$ cat src/rtl/ram_fifo_ctrl.sv
// FIFO controller for a simple dual-port RAM with a registered read port.
// It tracks the pointers and occupancy, and strobes the RAM on each accepted push or pop.
module ram_fifo_ctrl #(
    parameter int WIDTH    = 8,
    parameter int DEPTH    = 8,
    parameter int AF_LEVEL = DEPTH - 1
) (
    input  logic                       clk,
    input  logic                       rst,
    input  logic                       push,
    input  logic [WIDTH-1:0]           push_data,
    input  logic                       pop,
    output logic [WIDTH-1:0]           pop_data,
    output logic                       pop_valid,
    output logic                       full,
    output logic                       empty,
    output logic                       almost_full,
    output logic [$clog2(DEPTH):0]     count,
    output logic                       ovf_err,
    output logic                       udf_err,
    output logic                       wrEn,
    output logic                       rdEn,
    output logic [$clog2(DEPTH)-1:0]   wraddr,
    output logic [$clog2(DEPTH)-1:0]   rdaddr,
    output logic [WIDTH-1:0]           wrdata,
    input  logic [WIDTH-1:0]           rddata
);

    localparam int AW = $clog2(DEPTH);
    localparam int CW = AW + 1;

    logic [AW-1:0] wr_ptr;
    logic [AW-1:0] rd_ptr;
    logic          push_ok;
    logic          pop_ok;

    assign full        = (count == CW'(DEPTH));
    assign empty       = (count == '0);
    assign almost_full = (count >= CW'(AF_LEVEL));

    // Acceptance is decided from the pre-edge count, so a push and a pop at a boundary never both land
    assign push_ok = push & ~full & ~rst;
    assign pop_ok  = pop & ~empty & ~rst;

    assign wrEn     = push_ok;
    assign wraddr   = wr_ptr;
    assign wrdata   = push_data;
    assign rdEn     = pop_ok;
    assign rdaddr   = rd_ptr;
    assign pop_data = rddata;

    always_ff @(posedge clk) begin
        if (rst) begin
            wr_ptr    <= '0;
            rd_ptr    <= '0;
            count     <= '0;
            pop_valid <= 1'b0;
            ovf_err   <= 1'b0;
            udf_err   <= 1'b0;
        end else begin
            if (push_ok)
                wr_ptr <= wr_ptr + AW'(1);
            if (pop_ok)
                rd_ptr <= rd_ptr + AW'(1);
            case ({push_ok, pop_ok})
                2'b10:   count <= count + CW'(1);
                2'b01:   count <= count - CW'(1);
                default: count <= count;
            endcase
            pop_valid <= pop_ok;
            if (push & full)
                ovf_err <= 1'b1;
            if (pop & empty)
                udf_err <= 1'b1;
        end
    end

endmodule

$ cat config.mk
export PLATFORM = sky130hd
export DESIGN_NAME = ram_fifo_ctrl
export DESIGN_NICKNAME = d
export VERILOG_FILES = /design/src/rtl/ram_fifo_ctrl.sv
export SDC_FILE = /design/constraint.sdc
export NUM_CORES = 1
export LEC_CHECK = 0
export BUFFER_PORTS_ARGS = -buffer_cell sky130_fd_sc_hd__buf_4
export CORE_UTILIZATION = 42
export DETAILED_ROUTE_END_ITERATION = 8
export HOLD_SLACK_MARGIN = 0.06
export PLACE_DENSITY = 0.82
export SKIP_LAST_GASP = 1
export SYNTH_ARGS = -nofsm -noshare
export SYNTH_HDL_FRONTEND = slang
export SYNTH_SLANG_ARGS = --single-unit
export TNS_END_PERCENT = 50
$ cat constraint.sdc
create_clock -name clk -period 3.7 [get_ports clk]
set_input_delay 1.11 -clock clk [delete_from_list [all_inputs] [get_ports clk]]
set_output_delay 1.11 -clock clk [all_outputs]
set_load 0.01 [all_outputs]
==> results.md <==
GRT:
- The overall global routing resource usage is 14.2%.
- The largest net degree at the start of global routing is 16.
- The initial antenna violation count is 0.
- The remaining global-route overflow is 0.
- The via count of the first global-routing pass came to between 400 and 500.
- The wire length of the first global-routing pass is a little over 2000 µm.

STA:
- Setup violations remaining at the end of the flow were counted as 0.
- The worst-margin pin slew is roughly 0.48 ns.
- The achievable frequency is between 300 and 400 MHz.
- After routing, the total negative slack on setup checks comes to 0 ns.
- Across all hold checks on the routed design, the worst slack comes to 0.463 ns.
- Setup repair after global routing left no endpoint under its margin.
- The total count of max-transition violations in the final report came to 0.
- The worst-case clock skew is ~0.0012 ns.
- The total count of hold-check failures in the final report was 0.
- The share of the cycle needed by the critical path after routing is roughly four fifths.
- The minimum clock period is 3.00 ns.
- In this run the tightest slew margin relative to its limit is 67.4%.

Clock tree:
- The clock reaches the later pin of the worst-skew pair after 0.28 ns.
- Clock-pin slew was measured on the worst setup and hold paths at 0.07 ns.
- The maximum buffer depth of the clock tree is 2.
- Once the clock tree was built, the setup fixing pass inserted 0 buffers.
- The number of buffers added by the clock tree synthesis step is 3.
- In this run, post-CTS hold repair placed 0 buffers.
- The total number of clock tree sinks is 13.
- In this run the number of H-tree levels came out at 1.
- TritonCTS built the clock tree.
- Once the clock tree was built, the resizer swapped 0 gates to a different size.
- The root buffer cell chosen for the clock tree is sky130_fd_sc_hd__clkbuf_4.

Hold path:
- The worst hold path terminates at wraddr[2].
- Counting instances, the worst hold path has a depth of 1.
- The path class of the tightest hold or removal check is reg -> reg.
- In this run the most critical hold path is launched from wraddr[2].

Routing:
- The total iterations of the first detailed-routing run is 3.
- The vias per cell is ~5.
- The post-detailed-route count of antenna-violating nets is 0.
- The remaining routing DRC violations is 0.
- Wires add up to about 1300 µm.
- In the final routed layout, each cell accounts on average for 11.4 µm.
- Summing over every cut layer, the via total after detailed routing is 563.
- The number of design-rule violations left by the first detailed-router iteration is 8.

Power:
- The total power per unit cell area is ~400 mW/mm².
- IR analysis of the VDD net gives a maximum drop of approximately 0.27 mV.
- The analysis attributes to cell leakage a power of 0.382 nW.

Die:
- The die extent in x is between 40 and 50 µm.
- The die covers a little under 0.002 mm².
- The initialized floorplan defines 14 standard-cell rows.
- The standard cell core area is around 0.0016 mm².
- The die height is between 40 and 50 µm.
- Pin placement for this block handled 54 I/O pins.
- The effective utilization at floorplan is about 47%.

Setup path:
- For the worst flop-to-flop path, the logic depth is 9.
- STA puts the critical path data arrival time at between 3 and 4 ns.
- The worst flop-to-flop path endpoint is count[3].
- The required time at the endpoint of the critical path is ~3.9 ns.
- The worst setup path is launched from an input port.
- The kind of capture point of the worst setup path is a register.
- Along the worst path, the maximum fanout reaches 15.
- The worst reg2reg path startpoint is count[0].
- The worst setup path category is in -> reg.
- The reg2reg setup slack is around 1.1 ns.

Run:
- Max-cap violations in this run came to 0.

Finish:
- 0 antenna diodes ended up in the layout.
- The area added between synthesis and finish is 13.0%.
- The fraction of layout cells with a size suffix above 1 is about a third.
- Measured on the finished design, the core utilization comes to between 50% and 60%.
- The final net count is approximately 120.
- The post-layout instance count excluding filler cells is ~120.

Placed design:
- The placer's final routability congestion estimate is roughly 0.71.
- The number of buffers added on ports is 21.
- The cell count after placement is 111.
- Once detailed placement completed, the half-perimeter wirelength came to a little over 1000 µm.

Logic synthesis:
- The most used standard cell by instance count after synthesis is sky130_fd_sc_hd__buf_4.
- The sequential fraction of the synthesis area is between 30 and 40%.
- The flip-flop and latch count after synthesis is 13.
- The prevailing post-synth register cell is sky130_fd_sc_hd__dfxtp_1.
- The post-synth design cell area is 751 µm².
- The post-synthesis cell type count is 23.
- The number of nets in the synthesized netlist is approximately 110.
- The count of flip-flops with a built-in enable after synthesis is 0.
- The warning count from the yosys run is 0.
- Counting every instance in the synthesized netlist gives 82.
- The leading area contributor after synthesis is sky130_fd_sc_hd__dfxtp_1.
- Each instance of the synthesized netlist takes up on average 9.16 µm².
- The commonest cells after synthesis are 16 x sky130_fd_sc_hd__buf_4, 13 x sky130_fd_sc_hd__dfxtp_1, 9 x sky130_fd_sc_hd__nor2_1, 7 x sky130_fd_sc_hd__a21oi_1, 5 x sky130_fd_sc_hd__ha_1.
- Ranked by total cell area, the synthesized netlist is headed by sky130_fd_sc_hd__dfxtp_1 35%, sky130_fd_sc_hd__buf_4 16%, sky130_fd_sc_hd__ha_1 8.3%.
- The synthesized design devotes to its leading area cell type a little over a third of total area.
- The async set or reset register ratio after synthesis is 0%.

Outcome:
- The run finished with clean final reports.
[sequential cells by signal, summed over array words and instances, names as in the netlist]
signal	flops
count	4
rdaddr	3
wraddr	3
ovf_err	1
pop_valid	1
udf_err	1
[area by class of cell]
type | instances | area (µm²)
Clock buffer | 4 | 26.3
Fill cell | 158 | 746
Inverter | 4 | 15.0
Multi-Input combinational cell | 48 | 352
Sequential cell | 13 | 260
Tap cell | 24 | 30.0
Timing Repair Buffer | 22 | 165
[kinds of logic after synthesis]
| group | count (synthesis) | synth area share, % |
|---|---|---|
| adders and majority gates | 6 | 11.0 |
| and+or+nand+nor | 25 | 20.3 |
| muxes | 2 | 2.67 |
| xor gates and xnor gates | 4 | 4.67 |
| DFF | 13 | 34.7 |
| buffers and inverters | 21 | 18.5 |
| AOI/OAI and AO/OA | 11 | 8.17 |
[cell usage in the layout, fill, tap and decap left out]
| cell type | count |
|---|---|
| sky130_fd_sc_hd__clkbuf_1 | 1 |
| sky130_fd_sc_hd__nor4_2 | 1 |
| sky130_fd_sc_hd__a21oi_1 | 7 |
| sky130_fd_sc_hd__o31ai_1 | 1 |
| sky130_fd_sc_hd__or4_1 | 1 |
| sky130_fd_sc_hd__o21ai_0 | 2 |
| sky130_fd_sc_hd__a31o_2 | 1 |
| sky130_fd_sc_hd__xnor2_1 | 2 |
| sky130_fd_sc_hd__inv_1 | 4 |
| sky130_fd_sc_hd__fa_1 | 1 |
| sky130_fd_sc_hd__buf_4 | 22 |
| sky130_fd_sc_hd__nor4b_2 | 1 |
| sky130_fd_sc_hd__and3_1 | 1 |
| sky130_fd_sc_hd__clkbuf_4 | 3 |
| sky130_fd_sc_hd__nand2_1 | 4 |
| sky130_fd_sc_hd__ha_1 | 5 |
| sky130_fd_sc_hd__dfxtp_1 | 13 |
| sky130_fd_sc_hd__nor3b_1 | 1 |
| sky130_fd_sc_hd__mux2i_1 | 2 |
| sky130_fd_sc_hd__xor2_1 | 2 |
| sky130_fd_sc_hd__nand2b_1 | 4 |
| sky130_fd_sc_hd__nand3_1 | 1 |
| sky130_fd_sc_hd__nor3b_2 | 2 |
| sky130_fd_sc_hd__nor2_1 | 9 |
[per-layer routing]
layer	vias to the layer above	GRT usage (%)	share of wire, %	routed length, µm
met1	253	17.5	42	557
met2	25	21.8	47	612
li1	278	-	-	-
met4	0	6.06	2.1	27
met3	7	6.12	9.0	118
met5	-	0	0	0
[per-stage QoR]
stage                     power [mW]  setup slack, ns  area, µm²
after global placement         0.252            0.516        822
after CTS                      0.343            0.717        848
after floorplan                0.233            0.672        751
after detailed placement       0.255            0.422        822
after global routing           0.358            0.568        848
final                          0.338            0.697        848
[power breakdown]
| group | total [mW] | internal [mW] | switching [mW] |
|---|---|---|---|
| logic | 0.0876 | 0.0434 | 0.0442 |
| registers | 0.164 | 0.151 | 0.0133 |
| clock network | 0.0861 | 0.0419 | 0.0442 |
| total | 0.338 | 0.236 | 0.102 |
[worst max-delay path: stages]
cell and delay, ns:
sky130_fd_sc_hd__buf_4 0.17, sky130_fd_sc_hd__nor3b_2 0.36, sky130_fd_sc_hd__inv_1 0.08, sky130_fd_sc_hd__ha_1 0.24
sky130_fd_sc_hd__ha_1 0.33, sky130_fd_sc_hd__a21oi_1 0.19, sky130_fd_sc_hd__a21oi_1 0.11, sky130_fd_sc_hd__or4_1 0.47
sky130_fd_sc_hd__a21oi_1 0.14
[worst max-delay path by stage]
| stage | from | end | slack, ns |
|---|---|---|---|
| after floorplan | rst | count[3] | 0.67 |
| after global placement | rst | count[3] | 0.52 |
| after detailed placement | rst | count[3] | 0.42 |
| after CTS | rst | count[3] | 0.72 |
| after global routing | rst | count[3] | 0.57 |
| final | rst | count[3] | 0.70 |
Power figures use the tool's default switching activity.
